**src/rtl/mem_arbiter.sv**
```systemverilog
// Two-requester arbiter (instruction fetch + load/store) in front of one synchronous memory port.
// One transaction per three cycles: grant, issue to memory, acknowledge with read data.
module mem_arbiter #(
   parameter int unsigned DATA_PRIO = 0
) (
   input  logic        clk,
   input  logic        rst,
   input  logic        i_req,
   input  logic [31:0] i_addr,
   output logic [31:0] i_rdata,
   output logic        i_ack,
   input  logic        d_req,
   input  logic [31:0] d_addr,
   input  logic [31:0] d_wdata,
   input  logic [3:0]  d_we,
   output logic [31:0] d_rdata,
   output logic        d_ack,
   output logic        mem_en,
   output logic [31:0] mem_addr,
   output logic [31:0] mem_wdata,
   output logic [3:0]  mem_we,
   input  logic [31:0] mem_rdata
);

   typedef enum logic [1:0] {StIdle, StIssue, StResp} state_t;

   state_t      state_q;
   logic        last_d_q;  // 1 when the most recent grant went to the data port
   logic        gnt_d_q;
   logic [31:0] addr_q;
   logic [31:0] wdata_q;
   logic [3:0]  we_q;
   logic        grant_d;

   always_comb begin
      grant_d = d_req;
      if (i_req && d_req) begin
         grant_d = (DATA_PRIO != 0) ? 1'b1 : !last_d_q;
      end
   end

   always_ff @(posedge clk) begin
      if (rst) begin
         state_q  <= StIdle;
         last_d_q <= 1'b1;
         gnt_d_q  <= 1'b0;
         addr_q   <= 32'h0;
         wdata_q  <= 32'h0;
         we_q     <= 4'h0;
      end else begin
         case (state_q)
            StIdle: begin
               if (i_req || d_req) begin
                  state_q  <= StIssue;
                  gnt_d_q  <= grant_d;
                  last_d_q <= grant_d;
                  addr_q   <= grant_d ? (d_addr & ~32'h3) : (i_addr & ~32'h3);
                  wdata_q  <= grant_d ? d_wdata : 32'h0;
                  we_q     <= grant_d ? d_we : 4'h0;
               end
            end
            StIssue: state_q <= StResp;
            StResp:  state_q <= StIdle;
            default: state_q <= StIdle;
         endcase
      end
   end

   // Reset gates strobes immediately so an in-flight write or ack is suppressed.
   assign mem_en    = (state_q == StIssue) && !rst;
   assign mem_we    = mem_en ? we_q : 4'h0;
   assign mem_addr  = addr_q;
   assign mem_wdata = wdata_q;
   assign i_ack     = (state_q == StResp) && !gnt_d_q && !rst;
   assign d_ack     = (state_q == StResp) && gnt_d_q && !rst;
   assign i_rdata   = mem_rdata;
   assign d_rdata   = mem_rdata;

endmodule

```
**config.mk**
```make
export PLATFORM = sky130hd
export DESIGN_NAME = mem_arbiter
export DESIGN_NICKNAME = d
export VERILOG_FILES = /design/src/rtl/mem_arbiter.sv
export SDC_FILE = /design/constraint.sdc
export NUM_CORES = 1
export LEC_CHECK = 0
export ABC_CLOCK_PERIOD_IN_PS = 3870
export CORE_AREA = 2 2 106 108
export DETAILED_ROUTE_END_ITERATION = 12
export DIE_AREA = 0 0 108 110
export GPL_TIMING_DRIVEN = 0
export PLACE_DENSITY = 0.87
export SLEW_MARGIN = 20
export SYNTH_ARGS = -nofsm -noshare
export SYNTH_HDL_FRONTEND = slang
export SYNTH_SLANG_ARGS = --single-unit
```
**constraint.sdc**
```tcl
create_clock -name clk -period 3.87 [get_ports clk]
set_input_delay 0.774 -clock clk [delete_from_list [all_inputs] [get_ports clk]]
set_output_delay 0.774 -clock clk [all_outputs]
set_load 0.1 [all_outputs]
```
-- After elaboration in Yosys (flattened, before gate mapping)
Index checks and enable logic that the tools add are counted.
- bits in registers: 72
- input bits: 136
- output and inout port bits: 135
- eq/ne operators: 3
- muxes and demuxes: 7
- reduce and logical (&&, ||, !) cells: 12
- operator list (kind ; number):
    two-way mux 32 bit ; 2
    two-way mux 4 bit ; 2
    logical AND 1 bit ; 6
    one-hot mux 2 bit (2 select lines) ; 1
    zero test 1 bit ; 3
    == test 2 x 1 -> 1 bit, second input constant ; 1
    == test 2 bit, second input constant ; 1
    zero test 2 bit ; 1
    two-way mux 2 bit ; 1
    inequality test 2 bit, second input constant ; 1
    AND reduction 2 bit ; 1
    logical OR 1 bit ; 1
    two-way mux 1 bit ; 1

-- Depth between registers and ports, before layout
- word-level depth: 3
- gate-level depth with buffers: 6
- depth with buffers taken out: 3

-- Worst setup path after synthesis
Ideal clock, no wire load.
- kind: input-to-output
- from: input port rst
- to: output port mem_we[0]
- arrival time: 4255 ps
- required time: 3096 ps
- slack: -1159 ps
- cell stages on the path: 3
- buffers on the path: 1
- path through: buf_2 > nor3b_1 > and2_1
- cells in the longest elaborated chain, start to end: 3
- ends and longest elaborated chain (element ; RTL line ; source):
    start: declaration ; 7 ; input logic rst,
    zero test 1 bit ; 70 ; assign mem_en = (state_q == StIssue) && !rst;
    logical AND 1 bit ; 70 ;
    via mem_en ; 18 ; output logic mem_en,
    two-way mux 4 bit ; 71 ; assign mem_we = mem_en ? we_q : 4'h0;
    end: declaration ; 21 ; output logic [3:0] mem_we,
The timed path passes the listed nets, and every way through them passes these cells.

-- Worst setup path after layout
- from: input port rst
- to: output port i_ack
- cells in the longest elaborated chain, start to end: 2
- ends and longest elaborated chain (element ; RTL line ; source):
    zero test 1 bit ; 74 ; assign i_ack = (state_q == StResp) && !gnt_d_q && !rst;
    logical AND 1 bit ; 74 ;
    end: declaration ; 11 ; output logic i_ack,
Every way passes these cells.

==> results by group <==
Layout
  • Share of cells above drive strength 1: 0.224
  • FF+latch area: 0.00140 mm2
  • P&R area growth vs syn: 80.1%
  • ANT cells: 0
  • Non-filler cells, final: around 730
  • Post-route cell area: 0.00607 mm2
  • # fillers: 911
  • Final Net Count: 724
  • Area of the multi-input gates: 0.00134 mm2

Die
  • Die area: approximately 0.012 mm2
  • Initial core utilization: 0.315
  • Row count: 38
  • Die width: 108 um
  • Core box area: between 0.01 and 0.015 mm2
  • Die Y-Extent: approximately 110 um
  • I/O pins: approximately 270

Worst setup path
  • Crit-path cells: clkdlybuf4s50_1 > buf_2 > nor4b_2 > clkdlybuf4s50_1
  • FF-to-FF path depth: 4
  • Setup crit start: rst
  • Critical path's largest stage delay: 1190 ps
  • Max FO, Critical Path: 10
  • Worst r2r dst: mem_addr[4]$_SDFFE_PP0P_
  • FF-to-FF Start: state_q[1]$_SDFFE_PP0P_
  • CP most frequent cell: clkdlybuf4s50_1
  • Crit. End Element: output pin
  • Worst R2R Setup Slack: 2230 ps
  • Arrival time at the worst endpoint: 2900 ps
  • Critical path type: primary input to output pin
  • Critical Path Source Type: primary input
  • Slowest-stage cell, CP: clkdlybuf4s50_1
  • Req. time, crit path: 3100 ps
  • CP Capture Point: i_ack

Place
  • Post-DP HPWL: 9.82 mm
  • Placed cell area: 0.00589 mm2
  • Routability cong.: 0.807
  • Count of buffers from port buffering: 232
  • Inst Count DP: between 700 and 800

Clock network
  • TritonCTS Buffers: 9
  • # clock sinks: 70
  • CTS tree: yes
  • Clk_lat worst skew: 350 ps
  • Hold buffers post-CTS: 0
  • CTS clk-pin slew, worst paths: roughly 70 ps
  • Clock root cell: clkbuf_8
  • Number of H-tree levels: 3
  • Max clock buf depth: 2

Run
  • Max-cap viol count: 0

Global routing
  • All-Layer GR Usage: 0.196
  • Initial antenna violation count: 0
  • First-pass GRT wire length: between 15 and 20 mm
  • Largest net degree at the start of global routing: 14
  • Vias in the first global route: about 3700
  • Gr ovfl total: 0

Outcome
  • Status: completed

Synth
  • Post-synth EDFFs: 0
  • FFs w/ async S/R, synth: 0
  • Mean area per synthesized cell: 9.79 um2
  • Syn. warnings: 0
  • Top_reg_cell synth: dfxtp_1
  • Flops & latches, synth: 70
  • Distinct cell type count after synthesis: 25
  • Register area share after synthesis: 0.416
  • Synthesized cell area: about 0.0034 mm2
  • Syn Inst Count: 344

Drt
  • Via count: roughly 3500
  • Wirelength, routed: 12.2 mm
  • Initial DRC Count: 198
  • Via density: 4.72
  • DRC Markers: 0
  • WL per Instance: 16.6 um
  • ANT nets after route: 0
  • Pre-antenna DRT Iters: 4

Power and ir drop
  • Power per cell area: around 430 mW/mm2
  • Worst vdd ir: 0.202 mV
  • Leakage: 2.43 nW

Min path
  • Hold Crit Class: register to register

STA
  • Final Hold Viols: 0
  • Count of final setup violators: 0
  • Slew @ Worst Pin: 1050 ps
  • RSZ-0062 raised after global routing: false
  • Fmax: 272 MHz
  • Worst relative slew slack: 0.299
  • Fin Setup TNS: 0 ps
  • Tmin final: 3670 ps
  • Hold WS: 471 ps
  • Final period utilization: 0.949
  • Max Slew Vio Count: 0
  • Clock skew: 9.39 ps
==> critical path: cells and delay by family <==
| family | cells | cell delay [ps] |
|---|---|---|
| buffers and inverters | 3 | 1890 |
| and+or+nand+nor | 1 | 230 |
==> how the worst min path moves through the flow <==
stage                            endpoint  depth (start not counted)  slack, ps                  startpoint
2_1_floorplan        we_q[0]$_SDFFE_PP0P_                          1        430        we_q[0]$_SDFFE_PP0P_
3_3_place_gp         we_q[2]$_SDFFE_PP0P_                          1        450        we_q[2]$_SDFFE_PP0P_
3_5_place_dp         we_q[0]$_SDFFE_PP0P_                          1        450        we_q[0]$_SDFFE_PP0P_
5_1_grt        mem_wdata[30]$_SDFFE_PP0P_                          1        490  mem_wdata[30]$_SDFFE_PP0P_
6_report             we_q[0]$_SDFFE_PP0P_                          1        470        we_q[0]$_SDFFE_PP0P_
4_1_cts              we_q[0]$_SDFFE_PP0P_                          1        470        we_q[0]$_SDFFE_PP0P_
==> Yosys cell counts (2+ instances only) <==
cell,instances,area (um2)
a21bo_1,2,20.0
a21oi_1,33,165
a22o_1,36,315
a311oi_2,29,435
and2_1,4,25.0
and3_1,2,12.5
buf_1,2,7.51
buf_2,10,50.1
buf_4,66,495
buf_6,5,56.3
clkbuf_1,11,41.3
dfxtp_1,70,1400
nand2_1,61,229
nor3b_1,2,15.0
==> timing repair <==
action | 4_1_cts | 5_1_grt
gates resized for setup | 5 | 1
setup endpoints to repair | 5 | 1
setup buffers | 0 | 0
==> logic make-up after synthesis <==
| family | count (synthesis) | share of synthesized area |
|---|---|---|
| compound gates | 104 | 0.291 |
| other cells | 1 | 0.00111 |
| flops | 70 | 0.416 |
| buf+inv | 94 | 0.193 |
| simple gates | 75 | 0.0988 |
==> registers in the layout, indices dropped and copies added, names as in the netlist <==
signal / cells
gnt_d_q: 1
last_d_q: 1
we_q: 4
mem_wdata: 32
state_q: 2
mem_addr: 30
==> cells in the final DEF (no fill, tap or decap), types with 2 or more instances in the layout <==
master / netlist / routed
dlygate4sd2_1: 0 / 5
conb_1: 1 / 2
a22o_1: 36 / 36
clkdlybuf4s50_1: 0 / 226
nand2_1: 61 / 61
dfxtp_1: 70 / 70
buf_6: 5 / 5
clkinvlp_4: 0 / 2
clkbuf_1: 11 / 11
buf_1: 2 / 2
and3_1: 2 / 2
buf_4: 66 / 66
a21oi_1: 33 / 33
a21bo_1: 2 / 2
a311oi_2: 29 / 29
clkbuf_8: 0 / 10
buf_2: 10 / 10
clkinv_4: 0 / 2
and2_1: 4 / 4
==> metrics by stage <==
step           power (mW)  utilization  worst slack [ps]
2_1_floorplan        1.73            -             -40.4
3_5_place_dp         2.07        0.550              -123
4_1_cts              2.62        0.567              38.1
3_3_place_gp         2.05        0.550             -85.5
5_1_grt              2.70        0.567               111
6_report             2.60        0.567               199
==> power by group <==
part | switching [mW] | internal (mW)
Combinational | 0.869 | 0.366
Clock | 0.301 | 0.253
Sequential | 0.0350 | 0.779
Total | 1.21 | 1.40
==> metal layers <==
layer | global-route usage | share of wire | vias to the layer above
li1 | - | - | 1650
met1 | 0.204 | 0.37 | 1594
met2 | 0.358 | 0.50 | 194
met3 | 0.0688 | 0.11 | 21
met4 | 0.0833 | 0.024 | 0
met5 | 0 | 0 | -
==> final cells by class <==
class	count	share of cell area
repair buffers	232	0.382
flip-flops and latches	70	0.231
multi-input cells	181	0.220
plain buffers	94	0.107
well taps	140	0.0289
clock buffers	10	0.0227
clock inverters	6	0.00763
No activity file was read; power rests on OpenSTA's default activity.
==> variant 1, RTL diff (same flow settings) <==
Encoding of `state_t`: now one-hot (3 bits for 3 states).
--- a/src/rtl/mem_arbiter.sv
+++ b/src/rtl/mem_arbiter.sv
@@ -22,7 +22,7 @@
    input  logic [31:0] mem_rdata
 );
 
-   typedef enum logic [1:0] {StIdle, StIssue, StResp} state_t;
+   typedef enum logic [2:0] {StIdle = 3'b001, StIssue = 3'b010, StResp = 3'b100} state_t;
 
    state_t      state_q;
    logic        last_d_q;  // 1 when the most recent grant went to the data port
Behaviour: same outputs for any inputs over 10 cycles, from zero or initial values and one cycle with rst high; not proved beyond that.
==> variant 1 against the original RTL <==
- design area is 0.78% higher
- synthesized area grew 0.30%
- synthesized cell count shrank 8.4%
- setup slack got worse by 0.0090 ns
- routed wire length decreased by 4.0%
- register-to-register slack lost 0.30 ns
- total power rose by 17%
- first-iteration DRC count fell by 45%
- sequential cell count rose by 1
- critical path type unchanged
- highest routed layer unchanged
==> variant 1: results (changes against the original RTL) <==
- The quantity of I/O buffers inserted on ports is 231 (-0.43%).
- In this run the critical register-to-register path is captured at mem_addr[10]$_SDFFE_PP0P_.
- For hold timing, the worst endpoint is mem_wdata[11]$_SDFFE_PP0P_.
- The met1 demand-to-capacity share in global routing is 18.95% (-1.4 points).
- The register-to-register setup slack came to 1.93 ns (-0.30 ns).
- The run finished with clean final reports.
- The mean cell area of the mapped netlist is 10.72 sq um (+9.5%).
- The sequential element share of the synthesized area is 42.07% (+0.47 points).
- The stage delay of the slowest cell on the critical path is 1.15 ns (-0.04 ns).
- The final period utilization is 95.09% (+0.23 points).
- The startpoint of the lowest-slack hold path is mem_wdata[11]$_SDFFE_PP0P_.
- The maximum vdd drop is 0.2573 mV (+28%).
- The layout filler cell count is 926 (+1.6%).
- The average wire per standard cell is 16.63 um (about the same).
- The data arrival at the endpoint of the critical path was 2.91 ns (about the same).
- The number of vias per cell after detailed routing came to 4.660 (-1.2%).
- The distinct cell type count after synthesis is 27 (+8.0%).
- The switching portion of total power is 46.57% (+0.29 points).
- The final clock skew was 0.009622 ns (+0.0002327 ns).
- The leakage component of the power is 2.399 nW (-1.2%).
- The number of global-route vias before repair is 3,253 (-11%).
- The worst reg2reg path startpoint is state_q[0]$_SDFFE_PP1P_.
- The quantity of gates resized following cts is 0 (-5).
- The number of cells in the design after placement is 687 (-4.2%).
- The synthesized-area fraction occupied by ao, oa, aoi and oai cells was 29.59% (+0.51 points).
- The global-route wire length before repair was 16,840 um (-6.2%).
- The depth of the worst register-to-register path is 3 (-1).
- The total cell area at the placement stage came to 0.005884 sq mm (about the same).
- The global-route met2 utilization is 34.64% (-1.1 points).
- The DRC violation total after the first TritonRoute iteration is 108 (-45%).
[variant 1: cell types whose count changed in the layout (fill, tap and decap cells not counted), sizes merged, moves of 4 or more]
cell,unedited run,this run
a21oi,34,0
a22oi,0,30
a311oi,30,0
buf,83,79
clkdlybuf4s50,226,231
dlygate4sd2,5,0
nand2,61,2
nand2b,0,30
o32ai,0,30
[variant 1: power groups by stage]
stage | Clock (W) | Combinational (W) | Sequential [W]
after global placement | 0 | 0.00150 | 0.000884
final | 0.000677 | 0.00151 | 0.000872
after CTS | 0.000694 | 0.00152 | 0.000872
after detailed placement | 0 | 0.00152 | 0.000886
after floorplan | 0 | 0.000560 | 0.00145
after global routing | 0.000727 | 0.00156 | 0.000881
[variant 1: cell type report]
type	count	area [sq um]	area share, %
Buffer	93	638.1	10.44
Sequential cell	71	1421	23.25
Inverter	2	7.507	0.1228
Clock buffer	10	137.6	2.251
Timing Repair Buffer	231	2312	37.81
Multi-Input combinational cell	150	1330	21.75
Tap cell	140	175.2	2.865
Clock inverter	6	92.59	1.514
==> variant 2, RTL diff (same settings) <==
Without the edit above. Make the reset (`rst`) asynchronous in one clocked block.
--- a/src/rtl/mem_arbiter.sv
+++ b/src/rtl/mem_arbiter.sv
@@ -39,7 +39,7 @@
       end
    end
 
-   always_ff @(posedge clk) begin
+   always_ff @(posedge clk or posedge rst) begin
       if (rst) begin
          state_q  <= StIdle;
          last_d_q <= 1'b1;
Formal check against the unedited RTL: differs if rst is asserted again (counterexample within 4 cycles, from zero or initial values and one cycle with rst high); with rst held inactive, the same outputs for 10 cycles.
==> variant 2 against the original RTL <==
- synthesized area rose by 5.4%
- via count fell by 16%
- critical endpoint is now mem_we[1]
- routed wire length fell by 16%
- highest routed layer unchanged
- critical path type unchanged
- setup slack got worse by 0.062 ns
- design area rose by 3.8%
- die area did not move
- final cell count fell by 11%
- largest cell class unchanged
- sequential cell count did not move
Power is not shown: default switching activity piles up to over one toggle a cycle in this logic, so the estimate is an artifact.
==> variant 2: results (changes against the original RTL) <==
- The data arrival at the endpoint of the critical path is 2.96 ns (+0.06 ns).
- The fraction of post-synthesis cell area in the top cell type by area is 48.64% (+7.0 points).
- The run finished with clean final reports.
- The final layout net count is 646 (-11%).
- The number of global-route vias before repair came to 3,036 (-17%).
- The final weighted congestion in routability-driven placement is 0.7092 (-12%).
- The sum of routed wire length over all layers was 10,230 um (-16%).
- The hold slack is 0.5028 ns (+0.03145 ns).
- By count the netlist is led by 69 x dfrtp_1, 68 x buf_4, 36 x a22o_1.
- The final clock skew is 0.01487 ns (+0.005477 ns).
- The clock period minus final worst setup slack is 3.733 ns (+0.06208 ns).
- The largest driver fanout on the critical path is 27 (+17).
- The distinct cell type count after synthesis came to 22 (-12%).
- The sequential element share of the synthesized area is 49.38% (+7.8 points).
- The clock-pin slew on the worst setup and hold paths is 0.09 ns (+0.02 ns).
- The global-route wire length before repair is 15,090 um (-16%).
- The vias after detailed routing is 2,912 (-16%).
- The DRC violation total after the first TritonRoute iteration is 74 (-63%).
- The HPWL after detailed placement is 8236 um (-16%).
- The headroom to the max-slew limit is 31.29% (+1.4 points).
- The setup slack after placement is -0.5930 ns (-0.4702 ns).
- Ranked by total cell area, the synthesized netlist is headed by dfrtp_1 49%, buf_4 14%, mux2_4 13%.
- The share of layout cells above drive strength 1 is 32.04% (+9.6 points).
- The number of H-tree branching levels is 3 (unchanged).
- The pin count of the biggest net entering global routing is 28 (+14).
- The fraction of synthesis flops using an asynchronous set or reset pin is 100.0% (+100 points).
-- variant 2: area by class of cell --
cell class,instances,area (sq um)
Buffer,80,586.8
Clock buffer,9,123.9
Clock inverter,7,68.82
Fill cell,876,4400
Inverter,2,11.26
Multi-Input combinational cell,112,1219
Sequential cell,70,1753
Tap cell,140,175.2
Timing Repair Buffer,234,2355
Timing Repair inverter,1,5.005
-- variant 2: critical path, stage by stage --
cell             delay, ns
clkdlybuf4s50_1       0.55
clkinvlp_4            0.31
buf_12                0.23
and3_1                0.17
dlygate4sd2_1         0.90
-- variant 2: repair_timing --
action / 4_1_cts / 5_1_grt
pin swaps: 0 / 0
gates cloned: 1 / 0
endpoints found under the setup margin: 5 / 1
gates resized for setup: 7 / 2
buffers inserted: 0 / 0
-- variant 2: cell families (layout without fill, tap and decap cells) --
family | count (synthesis) | in the layout | share of synthesized area (%)
AOI/OAI and AO/OA | 40 | 40 | 9.728
buffers and inverters | 82 | 333 | 16.74
DFF | 70 | 70 | 49.38
muxes | 60 | 60 | 22.21
other | 1 | 2 | 0.1056
and+or+nand+nor | 10 | 10 | 1.833
-- variant 2: final timing paths --
kind / from / endpoint / cells past startpoint
worst max-delay path: rst / mem_we[1] / 5
worst min-delay path: we_q[1]$_DFFE_PP0P_ / we_q[1]$_DFFE_PP0P_ / 1
worst max register to register: last_d_q$_DFFE_PP1P_ / mem_addr[4]$_DFFE_PP0P_ / 4
worst min register to register: we_q[1]$_DFFE_PP0P_ / we_q[1]$_DFFE_PP0P_ / 1
max in group asynchronous: rst / mem_wdata[29]$_DFFE_PP0P_ / 4
min in group asynchronous: rst / mem_addr[9]$_DFFE_PP0P_ / 2
-- variant 2: metrics by stage --
stage          cell area, sq um  utilization (%)  std cells
6_report                   6297            58.87        655
2_1_floorplan              3570                -        264
4_1_cts                    6301            58.90        655
3_3_place_gp               6067            56.71        636
3_5_place_dp               6107            57.09        638
5_1_grt                    6297            58.87        655
-- variant 2: per-layer routing --
metal	vias up	routed length, um	GRT usage (%)	part of all wire, %
li1	1357	-	-	-
met1	1381	3840	18.15	38
met2	151	5240	29.20	51
met3	23	892	4.644	8.7
met4	0	261	8.425	2.6
met5	-	0	0	0
